==> src/rtl/pulse_duty_meter.sv <==
// Measures the high and low phase lengths of an asynchronous timer pulse in clk cycles
// and publishes each complete period through a valid/ready handshake.
module pulse_duty_meter #(
    parameter int unsigned CNT_W       = 16,
    parameter int unsigned SYNC_STAGES = 2,
    parameter int unsigned TIMEOUT     = 65535
) (
    input  logic             clk,
    input  logic             count_on_rst,
    input  logic             pulse_in,
    input  logic             meas_ready,
    output logic             meas_valid,
    output logic [CNT_W-1:0] on_time,
    output logic [CNT_W-1:0] off_time,
    output logic [7:0]       meas_count,
    output logic             overrun,
    output logic             stuck,
    output logic             stuck_level
);

    localparam logic [CNT_W-1:0] TIMEOUT_C = CNT_W'(TIMEOUT);
    localparam logic [CNT_W-1:0] ONE_C     = CNT_W'(1);

    typedef enum logic [1:0] {
        ST_WAIT_LOW,
        ST_WAIT_RISE,
        ST_HIGH,
        ST_LOW
    } state_t;

    state_t                 state_q, state_d;
    logic [SYNC_STAGES-1:0] sync_q;
    logic [SYNC_STAGES-1:0] prime_q;
    logic                   prev_q;
    logic [CNT_W-1:0]       on_cnt_q, on_cnt_d;
    logic [CNT_W-1:0]       off_cnt_q, off_cnt_d;
    logic                   pub_q;
    logic [CNT_W-1:0]       pub_on_q, pub_off_q;

    logic s_lvl, rise, fall, primed;
    logic publish_c, timeout_c, clear_stuck_c;

    assign s_lvl  = sync_q[SYNC_STAGES-1];
    assign rise   = s_lvl & ~prev_q;
    assign fall   = ~s_lvl & prev_q;
    // The chain holds reset zeros until it has been refilled from pulse_in; a level
    // seen before that is not real and must not release WAIT_LOW.
    assign primed = prime_q[SYNC_STAGES-1];

    // Synchronizer, edge-detect history and priming chain
    always_ff @(posedge clk or posedge count_on_rst) begin
        if (count_on_rst) begin
            sync_q  <= '0;
            prime_q <= '0;
            prev_q  <= 1'b0;
        end else begin
            sync_q  <= {sync_q[SYNC_STAGES-2:0], pulse_in};
            prime_q <= {prime_q[SYNC_STAGES-2:0], 1'b1};
            prev_q  <= s_lvl;
        end
    end

    // FSM and phase counters
    always_ff @(posedge clk or posedge count_on_rst) begin
        if (count_on_rst) begin
            state_q   <= ST_WAIT_LOW;
            on_cnt_q  <= '0;
            off_cnt_q <= '0;
        end else begin
            state_q   <= state_d;
            on_cnt_q  <= on_cnt_d;
            off_cnt_q <= off_cnt_d;
        end
    end

    always_comb begin
        state_d       = state_q;
        on_cnt_d      = on_cnt_q;
        off_cnt_d     = off_cnt_q;
        publish_c     = 1'b0;
        timeout_c     = 1'b0;
        clear_stuck_c = 1'b0;
        case (state_q)
            ST_WAIT_LOW: begin
                if (primed && !s_lvl) state_d = ST_WAIT_RISE;
            end
            ST_WAIT_RISE: begin
                if (rise) begin
                    on_cnt_d      = ONE_C;
                    off_cnt_d     = '0;
                    clear_stuck_c = 1'b1;
                    state_d       = ST_HIGH;
                end
            end
            ST_HIGH: begin
                if (fall) begin
                    off_cnt_d = ONE_C;
                    state_d   = ST_LOW;
                end else if (s_lvl) begin
                    if (on_cnt_q >= TIMEOUT_C) timeout_c = 1'b1;
                    else                       on_cnt_d  = on_cnt_q + ONE_C;
                end
            end
            ST_LOW: begin
                if (rise) begin
                    publish_c = 1'b1;
                    on_cnt_d  = ONE_C;
                    off_cnt_d = '0;
                    state_d   = ST_HIGH;
                end else if (!s_lvl) begin
                    if (off_cnt_q >= TIMEOUT_C) timeout_c = 1'b1;
                    else                        off_cnt_d = off_cnt_q + ONE_C;
                end
            end
            default: state_d = ST_WAIT_LOW;
        endcase
        // A stuck phase abandons the period; only a fresh low-then-rise restarts it
        if (timeout_c) begin
            on_cnt_d  = '0;
            off_cnt_d = '0;
            state_d   = s_lvl ? ST_WAIT_LOW : ST_WAIT_RISE;
        end
    end

    // Snapshot of the finished period, presented to the output stage next cycle
    always_ff @(posedge clk or posedge count_on_rst) begin
        if (count_on_rst) begin
            pub_q     <= 1'b0;
            pub_on_q  <= '0;
            pub_off_q <= '0;
        end else begin
            pub_q <= publish_c;
            if (publish_c) begin
                pub_on_q  <= on_cnt_q;
                pub_off_q <= off_cnt_q;
            end
        end
    end

    // Stuck flag: set on timeout, cleared by the next accepted rise
    always_ff @(posedge clk or posedge count_on_rst) begin
        if (count_on_rst) begin
            stuck       <= 1'b0;
            stuck_level <= 1'b0;
        end else if (timeout_c) begin
            stuck       <= 1'b1;
            stuck_level <= s_lvl;
        end else if (clear_stuck_c) begin
            stuck <= 1'b0;
        end
    end

    // Output stage and handshake; a publish wins over an accept on the same edge
    always_ff @(posedge clk or posedge count_on_rst) begin
        if (count_on_rst) begin
            meas_valid <= 1'b0;
            on_time    <= '0;
            off_time   <= '0;
            meas_count <= '0;
            overrun    <= 1'b0;
        end else if (pub_q) begin
            meas_valid <= 1'b1;
            on_time    <= pub_on_q;
            off_time   <= pub_off_q;
            meas_count <= meas_count + 8'd1;
            if (meas_valid && !meas_ready) overrun <= 1'b1;
        end else if (meas_ready) begin
            meas_valid <= 1'b0;
        end
    end

endmodule

==> config.mk <==
export PLATFORM = sky130hd
export DESIGN_NAME = pulse_duty_meter
export DESIGN_NICKNAME = d
export VERILOG_FILES = /design/src/rtl/pulse_duty_meter.sv
export SDC_FILE = /design/constraint.sdc
export NUM_CORES = 1
export LEC_CHECK = 0
export BUFFER_PORTS_ARGS = -buffer_cell sky130_fd_sc_hd__buf_2
export CELL_PAD_IN_SITES_DETAIL_PLACEMENT = 2
export CELL_PAD_IN_SITES_GLOBAL_PLACEMENT = 2
export CORE_MARGIN = 5
export CORE_UTILIZATION = 25
export DETAILED_ROUTE_END_ITERATION = 10
export PLACE_DENSITY = 0.6
export SLEW_MARGIN = 20
export SYNTH_ARGS = -nofsm -noshare
export SYNTH_HDL_FRONTEND = slang
export SYNTH_SLANG_ARGS = --single-unit
==> constraint.sdc <==
create_clock -name clk -period 6.55 [get_ports clk]
set_input_delay 1.965 -clock clk [delete_from_list [all_inputs] [get_ports clk]]
set_output_delay 1.965 -clock clk [all_outputs]
set_load 0.05 [all_outputs]
==> results_dict.tcl, run 1 <==
set metrics [dict create \
    outcome "completed" \
    crit_path_end_kind "output pin" \
    hold_viol_final 0 \
    crit_arrival_ns 1.14 \
    routed_wl_um 12900 \
    io_buffer_count 47 \
    path_cells "buf_2" \
    initial_core_util 0.255 \
    critical_path.top_delay_family "flip-flops" \
    tightest_slew_ns 0.865 \
    first_pass_iters 4 \
    clkTransAtPathRegs_ns 0.05 \
    multi_input_comb_area_mm2 0.00198 \
    min_path_type "reg -> reg" \
    vias 3749 \
    rows 51 \
    cts_tree "done" \
    ctsHoldBuffers 0 \
    slew_viol_final 0 \
    drtAntennaViolNets 0 \
    slew_headroom 0.423 \
    fmax_ghz 0.322 \
    nNetsFinal 538 \
    synth_nets 490 \
    die_w_um 151 \
    r2r_end "on_cnt_q[13]" \
    crit_path_start "meas_count[0]" \
    dpl_cell_area_mm2 0.00550 \
    dr.first_iter.drc_count 129 \
    clkSinkCount 116 \
    fin_util 0.312 \
    area_delta_synth_final_pct 22.1 \
    slowest_stage "dfrtp_1" \
    cp_data_required_time_ns 4.59 \
    fp.dieH_um 151 \
    ys_ff_latch 116 \
    holdWs_ns 0.350 \
    grt_max_degree 66 \
    cts_buffers 17 \
    hpwlAfterDp_um 8350 \
    min_period_ns 3.11 \
    root_buffer "clkbuf_16" \
    synth_area_mm2 0.00500 \
    antenna_cells 0 \
    setup_tns_ns 0 \
    synthCells 483 \
    p_per_area_mw_per_mm2 346 \
    reg2reg_from "off_cnt_q[0]" \
    worstPathMaxFanout 5 \
    detail_route.wl_per_cell_um 16.0 \
    grt-ovfl-total 0 \
    finalInstanceArea_mm2 0.00610 \
    cp_num_buf_inv 1 \
    synth_warnings 0 \
    rsz0062_at_grt "false" \
    post-cts-setup-buffers 0 \
    synth_cell_type_count 51 \
    antenna_found_initial 0 \
    io_pins 48 \
    cts_resized 0 \
    drive_above_1_share 0.230 \
    maxCapViolCount 0 \
    regArea_mm2 0.00290 \
    fillerInstances 2177 \
    fin_skew_ns 0.0102 \
    reg2reg_depth 7 \
    via_per_inst 4.64 \
    cts_htree_levels 4 \
    mostFrequentLayoutCells "122 x nand2_1, 116 x dfrtp_1, 47 x buf_2, 33 x mux2_2" \
    instances_no_fill 808 \
    clock_latency_ns 0.41 \
    period_share 0.474 \
    grt_pass1_wl_um 21700 \
    seq_area_frac_synth 0.581 \
    setup.worst_path.end "meas_count[0]" \
    critPathKind "reg -> out" \
    worst-r2r-setup-slack_ns 3.81 \
    critPathLaunchType "flip-flop" \
    final_common_cell "nand2_1" \
    grt_pass1_vias 4138 \
    place_congestion 0.718 \
    crit_path_max_incr_delay_ns 0.43 \
    dieArea_mm2 0.0229 \
    route.detailed.drc 0 \
    dp.cells 777 \
    cp_num_cells 1 \
    p_leak_nw 2.98 \
    track_usage 0.121 \
    ir_drop_uv 186 \
    setup_violations 0 \
    avgSynthCellArea_um2 10.3 \
    core_mm2 0.0196 \
    clk_path_buf_depth 2 \
]
==> per-layer routing <==
layer  vias up  track usage  part of all wire
met5         -            0                 0
met4         0       0.0381             0.011
met3        10       0.0353             0.026
met2        37        0.200              0.49
met1      1939        0.153              0.47
li1       1763            -                 -
==> power by group <==
part           switching, mW  internal (mW)
registers             0.0721          0.784
clock network          0.319          0.626
logic                  0.221         0.0893
total                  0.612           1.50
==> registers in the layout, indices dropped and copies added, names as in the netlist <==
name / count
off_cnt_q: 16
off_time: 16
on_cnt_q: 16
on_time: 16
pub_off_q: 16
pub_on_q: 16
meas_count: 8
prime_q: 2
state_q: 2
sync_q: 2
meas_valid: 1
overrun: 1
prev_q: 1
pub_q: 1
stuck: 1
stuck_level: 1
==> worst min-delay path by stage <==
stage,slack (ns),from,cells after the start,end
global route,0.36,sync_q[0],0,sync_q[1]
CTS,0.35,sync_q[0],0,sync_q[1]
floorplan,0.33,prime_q[0],0,prime_q[1]
global placement,0.33,sync_q[0],0,sync_q[1]
detailed placement,0.34,sync_q[0],0,sync_q[1]
finish,0.35,sync_q[0],0,sync_q[1]
==> layout make-up <==
class | count | share of cell area
Sequential cell | 116 | 0.476
Multi-Input combinational cell | 340 | 0.325
Clock buffer | 23 | 0.0783
Tap cell | 265 | 0.0543
Timing Repair Buffer | 50 | 0.0422
Clock inverter | 8 | 0.0205
Inverter | 6 | 0.00410
==> through the flow <==
step                      setup slack, ns  power [mW]
after global routing                 3.31        2.22
after detailed placement             3.06        1.19
final                                3.44        2.11
after global placement               3.10        1.17
after floorplan                      1.51        1.09
after CTS                            3.41        2.15
==> cell families after synthesis <==
logic type      share of synthesized area
fa+ha+maj                         0.00751
simple gates                        0.197
other cells                      0.000750
flops                               0.581
buf+inv                            0.0245
mux                                0.0824
compound gates                     0.0911
xor+xnor                           0.0158
==> cell usage after synthesis, drive strengths merged <==
| cell type | n | share of area |
|---|---|---|
| a22o | 1 | 0.0018 |
| a311oi | 1 | 0.0018 |
| nor2 | 23 | 0.020 |
| a31oi | 4 | 0.0063 |
| o32ai | 1 | 0.0055 |
| nor4b | 1 | 0.0018 |
| o22a | 2 | 0.0035 |
| nand2 | 122 | 0.092 |
| clkbuf | 11 | 0.0083 |
| and4b | 1 | 0.0020 |
| and2 | 2 | 0.0025 |
| xor2 | 5 | 0.0088 |
| nor3 | 5 | 0.0050 |
| o22ai | 1 | 0.0013 |
| mux2 | 33 | 0.074 |
| a211oi | 2 | 0.0030 |
| mux2i | 4 | 0.0080 |
| inv | 6 | 0.0045 |
| o31ai | 3 | 0.0055 |
| buf | 10 | 0.012 |
| nand2b | 1 | 0.0013 |
| a21oi | 18 | 0.018 |
| a31o | 1 | 0.0018 |
| a21o | 1 | 0.0015 |
| xnor2 | 4 | 0.0070 |
| a41oi | 1 | 0.0018 |
| nand4 | 10 | 0.013 |
| nor2b | 4 | 0.0050 |
| and3 | 7 | 0.0088 |
| o21bai | 1 | 0.0015 |
| or2 | 1 | 0.0013 |
| and3b | 1 | 0.0018 |
| o21a | 1 | 0.0015 |
| o21ai | 35 | 0.035 |
| ha | 3 | 0.0075 |
| conb | 1 | 0.00075 |
| dfrtp | 116 | 0.58 |
| and4 | 4 | 0.0070 |
| nor4 | 1 | 0.0013 |
| o211ai | 1 | 0.0015 |
| or3 | 3 | 0.0048 |
| nand3 | 30 | 0.031 |
(Power assumes the default switching activity.)
==> inputs of run 2 (changes only) <==
PLACE_DENSITY = 0.62   (was 0.6)
clock period = 2.76 ns   (was 6.55 ns; I/O delays follow)
==> results_dict.tcl, run 2 (synthesized netlist as in run 1, its figures left out) <==
set metrics [dict create \
    outcome "completed" \
    reg2reg_depth 8 \
    dr.first_iter.drc_count 180 \
    drive_above_1_share 0.242 \
    hold_viol_final 0 \
    slew_viol_final 0 \
    detail_route.wl_per_cell_um 16.0 \
    critPathLaunchType "flip-flop" \
    post-cts-setup-buffers 0 \
    finalInstanceArea_mm2 0.00619 \
    rows 51 \
    fillerInstances 2187 \
    grt-ovfl-total 0 \
    first_pass_iters 4 \
    routed_wl_um 13100 \
    min_period_ns 2.55 \
    worstPathMaxFanout 17 \
    ir_drop_uv 425 \
    setup_tns_ns 0 \
    place_congestion 0.779 \
    drtAntennaViolNets 0 \
    grt_pass1_vias 4262 \
    clock_latency_ns 0.42 \
    cp_data_required_time_ns 3.05 \
    p_leak_nw 3.04 \
    min_path_type "reg -> reg" \
    tightest_slew_ns 0.692 \
    rsz0062_at_grt "false" \
    track_usage 0.124 \
    fin_util 0.316 \
    cts_tree "done" \
    vias 3786 \
    cts_htree_levels 4 \
    hpwlAfterDp_um 8720 \
    dieArea_mm2 0.0229 \
    clkSinkCount 116 \
    initial_core_util 0.255 \
    route.detailed.drc 0 \
    critPathKind "reg -> reg" \
    mostFrequentLayoutCells "122 x nand2_1, 116 x dfrtp_1, 47 x buf_2, 33 x mux2_2, 29 x nand3_1" \
    clk_path_buf_depth 2 \
    area_delta_synth_final_pct 23.8 \
    clkTransAtPathRegs_ns 0.05 \
    period_share 0.925 \
    io_pins 48 \
    slew_headroom 0.539 \
    die_w_um 151 \
    via_per_inst 4.62 \
    dpl_cell_area_mm2 0.00558 \
    antenna_cells 0 \
    fin_skew_ns 0.0106 \
    cts_buffers 17 \
    crit_path_end_kind "flip-flop" \
    hold_depth 0 \
    maxCapViolCount 0 \
    ctsHoldBuffers 0 \
    nNetsFinal 548 \
    final_common_cell "nand2_1" \
    fmax_ghz 0.392 \
    grt_max_degree 117 \
    setup_violations 0 \
    core_mm2 0.0196 \
    crit_arrival_ns 2.84 \
    root_buffer "clkbuf_16" \
    grt_pass1_wl_um 22000 \
    p_per_area_mw_per_mm2 813 \
    antenna_found_initial 0 \
    fp.dieH_um 151 \
    io_buffer_count 47 \
    cts_resized 0 \
]
run 2: worst max-delay path, stage by stage (launching register included):
cell     delay (ns)
dfrtp_1        0.49
ha_1           0.27
nand3_2        0.12
or3_4          0.46
o32ai_4        0.47
buf_4          0.23
nor2_4         0.10
o21ai_0        0.16
o21ai_0        0.11
run 2: final timing paths:
path	slack [ns]	from	to
max	0.21	off_cnt_q[0]	on_cnt_q[11]
min	0.34	prime_q[0]	prime_q[1]
max reg2reg	0.21	off_cnt_q[0]	on_cnt_q[11]
min reg2reg	0.34	prime_q[0]	prime_q[1]
max in group asynchronous	1.69	count_on_rst	pub_off_q[15]
min in group asynchronous	0.58	count_on_rst	on_time[2]
run 2: layout make-up:
| cell class | instances | area (µm²) | area share |
|---|---|---|---|
| Multi-Input combinational cell | 340 | 1980 | 0.320 |
| Timing Repair Buffer | 60 | 345 | 0.0558 |
| Tap cell | 265 | 332 | 0.0536 |
| Sequential cell | 116 | 2900 | 0.469 |
| Inverter | 6 | 26.3 | 0.00424 |
| Clock buffer | 23 | 478 | 0.0772 |
| Clock inverter | 9 | 126 | 0.0204 |
run 2: metal layers:
layer  GRT usage  wire, µm
met5           0         0
met1       0.156      6110
met3      0.0362       459
met4      0.0408       188
met2       0.204      6320
run 2: stage by stage:
step	std cells	power, mW	worst slack (ns)	hold WS [ns]
after floorplan	483	2.58	0.519	0.331
after global placement	787	2.78	0.255	0.332
after detailed placement	787	2.83	0.122	0.336
after CTS	819	5.11	0.0348	0.347
after global routing	819	5.26	0.0180	0.362
final	819	5.03	0.208	0.344
run 2: power breakdown:
part / total (mW) / internal (mW) / switching (mW)
clock network: 2.25 / 1.48 / 0.768
registers: 2.02 / 1.86 / 0.160
logic: 0.760 / 0.223 / 0.537
total: 5.03 / 3.57 / 1.47
==> inputs of run 3 (changes only) <==
GPL_ROUTABILITY_DRIVEN = 1   (was not set)
HOLD_SLACK_MARGIN = 0.02   (was not set)
PLACE_DENSITY = not set   (was 0.62)
PLACE_DENSITY_LB_ADDON = 0.05   (was not set)
==> results_dict.tcl, run 3 (synthesized netlist as in run 1, its figures left out) <==
set metrics [dict create \
    io_buffer_count 47 \
    netSwitchingPower_mw 1.50 \
    track_usage 0.127 \
    cts_buffers 17 \
    cp_data_required_time_ns 3.04 \
    grt_pass1_wl_um 22500 \
    maxCapViolCount 0 \
    p_seq_frac 0.399 \
    instances_no_fill 827 \
    routed_wl_um 13200 \
    cts_htree_levels 4 \
    post-cts-setup-buffers 0 \
    fmax_ghz 0.397 \
    drive_above_1_share 0.256 \
    area_delta_synth_final_pct 25.1 \
    crit_path_start "off_cnt_q[1]" \
    holdWs_ns 0.350 \
    dieArea_mm2 0.0229 \
    critical_path.top_delay_family "compound AO/OA/AOI/OAI gates" \
    initial_core_util 0.255 \
    swShare 0.299 \
    crit_path_max_incr_delay_ns 0.46 \
    slew_viol_final 0 \
    p_int_mw 3.52 \
    vias 3815 \
    fin_skew_ns 0.00716 \
    antenna_found_initial 0 \
    hp-start "sync_q[0]" \
    rsz0062_at_grt "false" \
    period_share 0.912 \
    outcome "completed" \
    path_cells "ha_1, nand3_2, or3_4, o32ai_4, buf_4, nor2_4, o21ai_0, o21ai_0" \
    p_leak_nw 3.07 \
    worstPathMaxFanout 17 \
    dpl_cell_area_mm2 0.00565 \
    io_pins 48 \
    p_total_mw 5.03 \
    core_mm2 0.0196 \
    cts_resized 0 \
    clk_path_buf_depth 2 \
    reg2reg_from "off_cnt_q[1]" \
    fp.dieH_um 151 \
    drtAntennaViolNets 0 \
    pre_cts_ws_ns 0.219 \
    combPwrFrac 0.158 \
    min_period_ns 2.52 \
    clock_latency_ns 0.41 \
    crit_path_end_kind "flip-flop" \
    crit_path_frequent_cell "o21ai_0" \
    first_pass_iters 4 \
    critPathLaunchType "flip-flop" \
    die_w_um 151 \
    setup_ws_ns 0.243 \
    final_common_cell "nand2_1" \
    antenna_cells 0 \
    ctsHoldBuffers 0 \
    cp_num_buf_inv 1 \
    grt_max_degree 50 \
    tightest_slew_ns 0.613 \
    nNetsFinal 556 \
    clkTransAtPathRegs_ns 0.06 \
    grt_pass1_vias 4250 \
    root_buffer "clkbuf_16" \
    p_per_area_mw_per_mm2 804 \
    slowest_stage "dfrtp_1" \
    cts_tree "done" \
    detail_route.wl_per_cell_um 16.0 \
    crit_arrival_ns 2.80 \
    setup_violations 0 \
    clockPowerShare 0.443 \
    rows 51 \
    mostFrequentLayoutCells "122 x nand2_1, 116 x dfrtp_1, 48 x buf_2, 33 x mux2_2, 29 x nand3_1" \
    fin_util 0.319 \
    hold_viol_final 0 \
    dp.cells 795 \
    slew_headroom 0.589 \
    min_path_type "reg -> reg" \
    critPathKind "reg -> reg" \
    route.detailed.drc 0 \
    dr.first_iter.drc_count 106 \
    place_congestion 0.710 \
    finalInstanceArea_mm2 0.00625 \
    clkSinkCount 116 \
    via_per_inst 4.61 \
    grt-ovfl-total 0 \
    ir_drop_uv 411 \
    hpwlAfterDp_um 9200 \
    setup_tns_ns 0 \
]
==> run 3: power by group through the flow <==
stage	sequential, mW	combinational [mW]	clock [mW]
2_1_floorplan	2.26	0.320	0
3_3_place_gp	2.04	0.788	0
3_5_place_dp	2.04	0.812	0
4_1_cts	2.02	0.816	2.31
5_1_grt	2.04	0.878	2.38
6_report	2.01	0.792	2.23
==> run 3: layer usage <==
layer,track usage,routed length (µm),vias up
met3,0.0329,421,14
met5,0,0,-
met2,0.204,6350,45
li1,-,-,1807
met1,0.165,6240,1949
met4,0.0435,192,0
==> run 3: path summary, 6_finish.rpt <==
path,end,slack [ns],cells after the start
worst max-delay path,on_cnt_q[5],0.24,8
worst min-delay path,sync_q[1],0.35,0
worst max register to register,on_cnt_q[5],0.24,8
worst min register to register,sync_q[1],0.35,0
max in group asynchronous,off_time[2],1.69,3
min in group asynchronous,meas_count[6],0.45,2
==> run 3: final cells by class <==
cell class	instances	area, µm²
clock buffers	21	480
multi-input cells	340	1970
fillers	2150	13300
clock inverters	11	125
repair buffers	68	415
inverters	6	26.3
flip-flops and latches	116	2900
well taps	265	332
